### src/rtl/aes_key_expand.sv
// AES key schedule: accepts one cipher key, then streams round-key words w[0..TOTAL-1] in order.
// Latency: first word 1 cycle after key accept, then 1 word/cycle; outputs hold while rk_ready is low.
module aes_key_expand #(
    parameter int WORD = 32,
    parameter int NB   = 4,
    parameter int NK   = 4,
    parameter int NR   = 10
) (
    input  logic                   clk,
    input  logic                   rst,
    input  logic                   key_valid,
    output logic                   key_ready,
    input  logic [NK*WORD-1:0]     key_in,
    output logic                   rk_valid,
    input  logic                   rk_ready,
    output logic [WORD-1:0]        rk_word,
    output logic [$clog2(NB*(NR+1))-1:0] rk_index,
    output logic                   rk_last,
    output logic                   busy
);
    localparam int TOTAL = NB * (NR + 1);
    localparam int IW    = $clog2(TOTAL);
    localparam int MW    = $clog2(NK);
    localparam logic [MW-1:0] MOD_SUB = MW'(4);

    generate
        if (WORD != 32) begin : g_bad_word
            $error("aes_key_expand: WORD must be 32");
        end
        if (NK != 4 && NK != 6 && NK != 8) begin : g_bad_nk
            $error("aes_key_expand: NK must be 4, 6 or 8");
        end
        if (NR != NK + 6) begin : g_bad_nr
            $error("aes_key_expand: NR must equal NK+6");
        end
    endgenerate

    typedef enum logic {S_IDLE, S_EMIT} state_t;

    function automatic logic [7:0] xtime(input logic [7:0] a);
        return {a[6:0], 1'b0} ^ (a[7] ? 8'h1b : 8'h00);
    endfunction

    function automatic logic [7:0] gf_mul(input logic [7:0] a, input logic [7:0] b);
        logic [7:0] p;
        logic [7:0] x;
        p = 8'h00;
        x = a;
        for (int k = 0; k < 8; k++) begin
            if (b[k]) p = p ^ x;
            x = xtime(x);
        end
        return p;
    endfunction

    // S-box as multiplicative inverse (a^254, with 0 mapping to 0) followed by the affine map.
    function automatic logic [7:0] sbox(input logic [7:0] a);
        logic [7:0] r;
        logic [7:0] p;
        r = 8'h01;
        p = a;
        for (int k = 1; k < 8; k++) begin
            p = gf_mul(p, p);
            r = gf_mul(r, p);
        end
        return r ^ {r[6:0], r[7]} ^ {r[5:0], r[7:6]} ^ {r[4:0], r[7:5]} ^ {r[3:0], r[7:4]} ^ 8'h63;
    endfunction

    function automatic logic [31:0] sub_word(input logic [31:0] w);
        return {sbox(w[31:24]), sbox(w[23:16]), sbox(w[15:8]), sbox(w[7:0])};
    endfunction

    state_t          state_q;
    logic [WORD-1:0] win_q [NK];
    logic [MW-1:0]   mod_q;
    logic [7:0]      rcon_q;
    logic            key_ready_q, rk_valid_q, rk_last_q, busy_q;
    logic [WORD-1:0] rk_word_q;
    logic [IW-1:0]   rk_index_q;

    logic [IW-1:0]   next_idx;
    logic [MW-1:0]   mod_d;
    logic            gen_phase;
    logic [31:0]     sub_in, sub_out, temp, key_word, next_word_d;

    assign next_idx  = rk_index_q + IW'(1);
    assign mod_d     = (mod_q == MW'(NK - 1)) ? '0 : mod_q + MW'(1);
    assign gen_phase = rk_index_q >= IW'(NK - 1);

    // mod_q tracks (rk_index+1) mod NK, the index of the word being prepared.
    always_comb begin
        sub_in  = (mod_q == '0) ? {rk_word_q[23:0], rk_word_q[31:24]} : rk_word_q;
        sub_out = sub_word(sub_in);
        temp    = rk_word_q;
        if (mod_q == '0) begin
            temp = sub_out ^ {rcon_q, 24'h0};
        end else if (NK == 8 && mod_q == MOD_SUB) begin
            temp = sub_out;
        end
        key_word = '0;
        for (int k = 0; k < NK; k++) begin
            if (next_idx == IW'(k)) key_word = win_q[k];
        end
        next_word_d = gen_phase ? (win_q[0] ^ temp) : key_word;
    end

    always_ff @(posedge clk) begin
        if (rst) begin
            state_q     <= S_IDLE;
            key_ready_q <= 1'b1;
            rk_valid_q  <= 1'b0;
            rk_word_q   <= '0;
            rk_index_q  <= '0;
            rk_last_q   <= 1'b0;
            busy_q      <= 1'b0;
            rcon_q      <= 8'h01;
            mod_q       <= '0;
            for (int k = 0; k < NK; k++) win_q[k] <= '0;
        end else begin
            case (state_q)
                S_IDLE: begin
                    if (key_valid && key_ready_q) begin
                        for (int k = 0; k < NK; k++) win_q[k] <= key_in[(NK-k)*WORD-1 -: WORD];
                        rk_word_q   <= key_in[NK*WORD-1 -: WORD];
                        rk_index_q  <= '0;
                        rk_last_q   <= 1'b0;
                        rk_valid_q  <= 1'b1;
                        busy_q      <= 1'b1;
                        key_ready_q <= 1'b0;
                        rcon_q      <= 8'h01;
                        mod_q       <= MW'(1);
                        state_q     <= S_EMIT;
                    end
                end
                S_EMIT: begin
                    if (rk_ready) begin
                        if (rk_last_q) begin
                            rk_valid_q  <= 1'b0;
                            rk_last_q   <= 1'b0;
                            busy_q      <= 1'b0;
                            key_ready_q <= 1'b1;
                            state_q     <= S_IDLE;
                        end else begin
                            rk_word_q  <= next_word_d;
                            rk_index_q <= next_idx;
                            rk_last_q  <= (next_idx == IW'(TOTAL - 1));
                            mod_q      <= mod_d;
                            if (gen_phase) begin
                                for (int k = 0; k < NK - 1; k++) win_q[k] <= win_q[k+1];
                                win_q[NK-1] <= next_word_d;
                                if (mod_q == '0) rcon_q <= xtime(rcon_q);
                            end
                        end
                    end
                end
                default: state_q <= S_IDLE;
            endcase
        end
    end

    assign key_ready = key_ready_q;
    assign rk_valid  = rk_valid_q;
    assign rk_word   = rk_word_q;
    assign rk_index  = rk_index_q;
    assign rk_last   = rk_last_q;
    assign busy      = busy_q;

endmodule

### config.mk
export PLATFORM = sky130hd
export DESIGN_NAME = aes_key_expand
export DESIGN_NICKNAME = d
export VERILOG_FILES = /design/src/rtl/aes_key_expand.sv
export SDC_FILE = /design/constraint.sdc
export NUM_CORES = 2
export LEC_CHECK = 0
export ABC_AREA = 1
export ABC_CLOCK_PERIOD_IN_PS = 15000
export CAP_MARGIN = 10
export CORE_UTILIZATION = 35
export DETAILED_ROUTE_END_ITERATION = 10
export GPL_TIMING_DRIVEN = 0
export SKIP_LAST_GASP = 1
export SLEW_MARGIN = 5
export SYNTH_ARGS = -nofsm -noshare
export SYNTH_HDL_FRONTEND = slang
export SYNTH_SLANG_ARGS = --single-unit
### constraint.sdc
create_clock -name clk -period 15 [get_ports clk]
set_input_delay 1.5 -clock clk [delete_from_list [all_inputs] [get_ports clk]]
set_output_delay 1.5 -clock clk [all_outputs]
set_load 0.005 [all_outputs]
==> flow_results.org <==
** Synthesis
- Yosys top cell area share :: 0.317
- Number of flops mapped to enable cells by yosys :: roughly 130
- Top_reg_cell synth :: edfxtp_1
- Share of synthesized flip-flops with an asynchronous set or reset :: 0
- Counting flops and latches in the post-synthesis netlist gives between 150 and 200.
- Syn avg cell area :: around 5.1 um^2
- Cell taking the most area after synthesis :: nand2_1
- Synth cell types :: 63
- Synthesis produced a netlist with a net count of around 15000.
- Post-synthesis instance total :: ~15000
- During synthesis, Yosys emitted a total of 0 warnings.
- Mapped Area :: 75100 um^2
- The share of the Yosys chip area taken by registers is 0.0651.
- Top post-synthesis cells by area :: nand2_1, nand3_1, xor2_1, inv_1, edfxtp_1

** Cells and area
- Cell area after layout :: ~87000 um^2
- The filler cells instantiated in the layout total between 20000 and 25000.
- At the end of the flow the core is filled with cells to 0.408.
- Commonest non-fill, non-tap cell in the layout :: nand2_1
- The final layout contains roughly 15000 nets.
- The area growth from synthesis to layout is 15.6%.
- Post-route non-filler standard cell count :: ~18000
- Of the cells placed in the final design, the portion with a size suffix greater than 1 is 0.121.
- Highest-count cells in the layout ignoring fill and taps :: nand2_1, nand3_1, inv_1

** STA
- Final period utilization :: 0.947
- Pins Over Slew Limit :: 0
- Max Clock Skew :: 0.0102 ns
- On the final layout, the worst hold slack is 0.468 ns.
- Setup repair after global routing could not meet its margin everywhere.
- Based on the critical path, the design can be clocked at up to 70.4 MHz.
- Measured against its own limit, the worst slew margin works out to 0.302.
- Worst Max-Slew Pin Slew :: between 1 and 1.5 ns
- The number of failing hold endpoints at the final stage was 0.
- Setup violations remaining at the end of the flow were counted as 0.
- Min Clock Period, post-route :: between 10 and 15 ns

** Critical path
- Worst setup startpoint :: mod_q[0]
- Number of cells on the critical path :: ~120
- In this run the worst setup path terminates at win_q[3][30].
- Setup slack on the worst reg-to-reg path comes out at between 0.7 and 0.8 ns.
- Data on the critical path is required at its endpoint by between 15 and 20 ns.
- Path depth of the worst reg2reg path :: ~120
- For the worst setup path, the data arrival time is 14.42 ns.
- Most frequent CP cell :: nand2_1
- The number of buffers and inverters on the critical path is 28.
- Maximum fanout along the worst path :: 10
- STA classifies the critical path startpoint as a register.
- Launch instance of the worst register-to-register path :: mod_q[0]
- Worst flop-to-flop path endpoint :: win_q[3][30]
- The largest single stage delay on the critical path is about 0.33 ns.
- Cell with the largest stage delay on the worst path :: dfxtp_1
- Critical path class :: reg -> reg
- Element type at the critical path end :: register
- In this design, the largest share of critical-path delay is due to simple AND/OR/NAND/NOR gates.

** Routing
- Total Routed Length :: roughly 280000 um
- Post-route antenna net violation count :: 0
- DRC errors left :: 0
- After the first detailed-routing iteration, the DRC count stood at between 9000 and 10000.
- Wire per inst :: 15.5 um
- The first detailed-routing pass ran for 9 iterations.
- The final route contains around 93000 vias.
- Vias per inst :: 5.15

** Clock tree
- The clock tree synthesis step divided the H-tree into 4 levels.
- The later pin in the worst-skew pair is clocked with a latency of approximately 0.46 ns.
- Sinks on Clock Net :: 180
- Clock root buffer :: clkbuf_16
- Clock-pin slew of the registers on the worst-case setup and hold paths :: roughly 0.07 ns
- Counting the buffers created by CTS gives 17.
- Hold repair after CTS inserted 0 buffers.
- Max clock buf depth :: 2
- CTS tree :: done

** Run
- MaxCap Viol Count :: 0

** Status
- Run status :: complete, no violations

** Place
- The congestion estimate from routability-driven global placement came to between 0.9 and 1.
- In this run the tool buffered the top-level ports with around 170 buffer cells.
- Half-perimeter wire length of the detailed placement result :: about 220000 um
- Once placement finished, the instance area stood at roughly 80000 um^2.
- Instance count after placement with tap cells included :: about 18000

** Global route
- Initial antenna violation count :: 26
- For this run the aggregate overflow at the end of global routing stands at 0.
- Across every metal layer, demand over resource in global routing totals 0.244.
- Largest net degree at the start of global routing :: 27
- Via count of the first global-routing pass :: 80768
- The first global-routing pass estimated between 400000 and 500000 um of wire.

** Die
- For this configuration, the core starts out at a cell density of 0.353.
- Floorplan die width :: 465 um
- The floorplan has 169 rows.
- The core region is 213000 um^2.
- The die covers roughly 220000 um^2.
- For this design the top-level I/O count stands at between 150 and 200.
- Y dimension of the die :: about 470 um

** Worst hold path
- In this run the most critical hold path is launched from mod_q[1].
- The path class of the tightest hold or removal check is reg -> reg.
-- cell type report --
cell class	instances	area, um^2	share of cell area
multi-input combinational	12524	64800	0.747
timing repair buffer	420	3730	0.0429
sequential	180	4880	0.0563
inverter	1709	6570	0.0757
buffer	377	2610	0.0300
clock inverter	10	92.6	0.00107
clock buffer	22	528	0.00608
tap	2821	3530	0.0407
antenna	18	45.0	0.000519
-- Yosys cell counts, types with 140 or more instances --
master	number
buf_2	140
a21oi_1	204
nand3b_1	208
xnor2_1	349
nand4_1	149
nand3_1	2189
inv_1	1471
nor2_1	1012
xor2_1	809
nand2_1	6339
nand2_2	333
o21ai_0	266
inv_2	202
-- sequential cells by signal (all words and copies together) (netlist names) --
name	count
rk_word	32
rcon_q	8
state_q	1
rk_last	1
mod_q	2
key_ready	1
busy	1
rk_index	6
win_q	128
-- per-stage QoR --
step	worst slack (ns)	setup TNS, ns
2_1_floorplan	1.97	0
3_3_place_gp	-2.26	-57.61
3_5_place_dp	-2.17	-58.16
4_1_cts	0.00488	0
5_1_grt	-0.251	-3.04
6_report	0.797	0
-- kinds of logic after synthesis --
group,Yosys count,synth area share
AND/OR/NAND/NOR,10442,0.597
AO/OA/AOI/OAI,813,0.0642
adder cells (fa/ha/maj),26,0.00433
XOR/XNOR,1239,0.154
buffers and inverters,2086,0.115
flip-flops,180,0.0651
-- worst register-to-register path: cells and delay by family, from the launching register on --
family	cells	cell delay, ns
compound gates	2	0.31
xor+xnor	4	0.96
fa+ha+maj	4	1.12
buf+inv	28	3.01
flops	1	0.33
simple gates	80	8.24
-- what timing repair did --
item | CTS | global route
endpoints found under the hold margin | 0 | 0
endpoints found under the setup margin | 60 | 64
pin swaps | 13 | 164
gates resized for setup | 112 | 867
gates cloned | 0 | 5
setup buffers | 27 | 216
-- worst min path at each step --
| stage | endpoint | cells after the start |
|---|---|---|
| floorplan | mod_q[1] | 2 |
| CTS | mod_q[1] | 2 |
| global route | mod_q[1] | 2 |
| global placement | mod_q[1] | 2 |
| detailed placement | mod_q[1] | 2 |
| finish | mod_q[1] | 2 |
-- per-layer routing --
metal / global-route usage / vias up / routed length, um
met5: 0 / - / 13
met4: 0.0614 / 2 / 7690
met3: 0.0201 / 385 / 20200
met2: 0.397 / 3408 / 125000
met1: 0.343 / 41935 / 128000
li1: - / 47383 / -
Power is not shown: default switching activity piles up to over one toggle a cycle in this logic, so the estimate is an artifact.
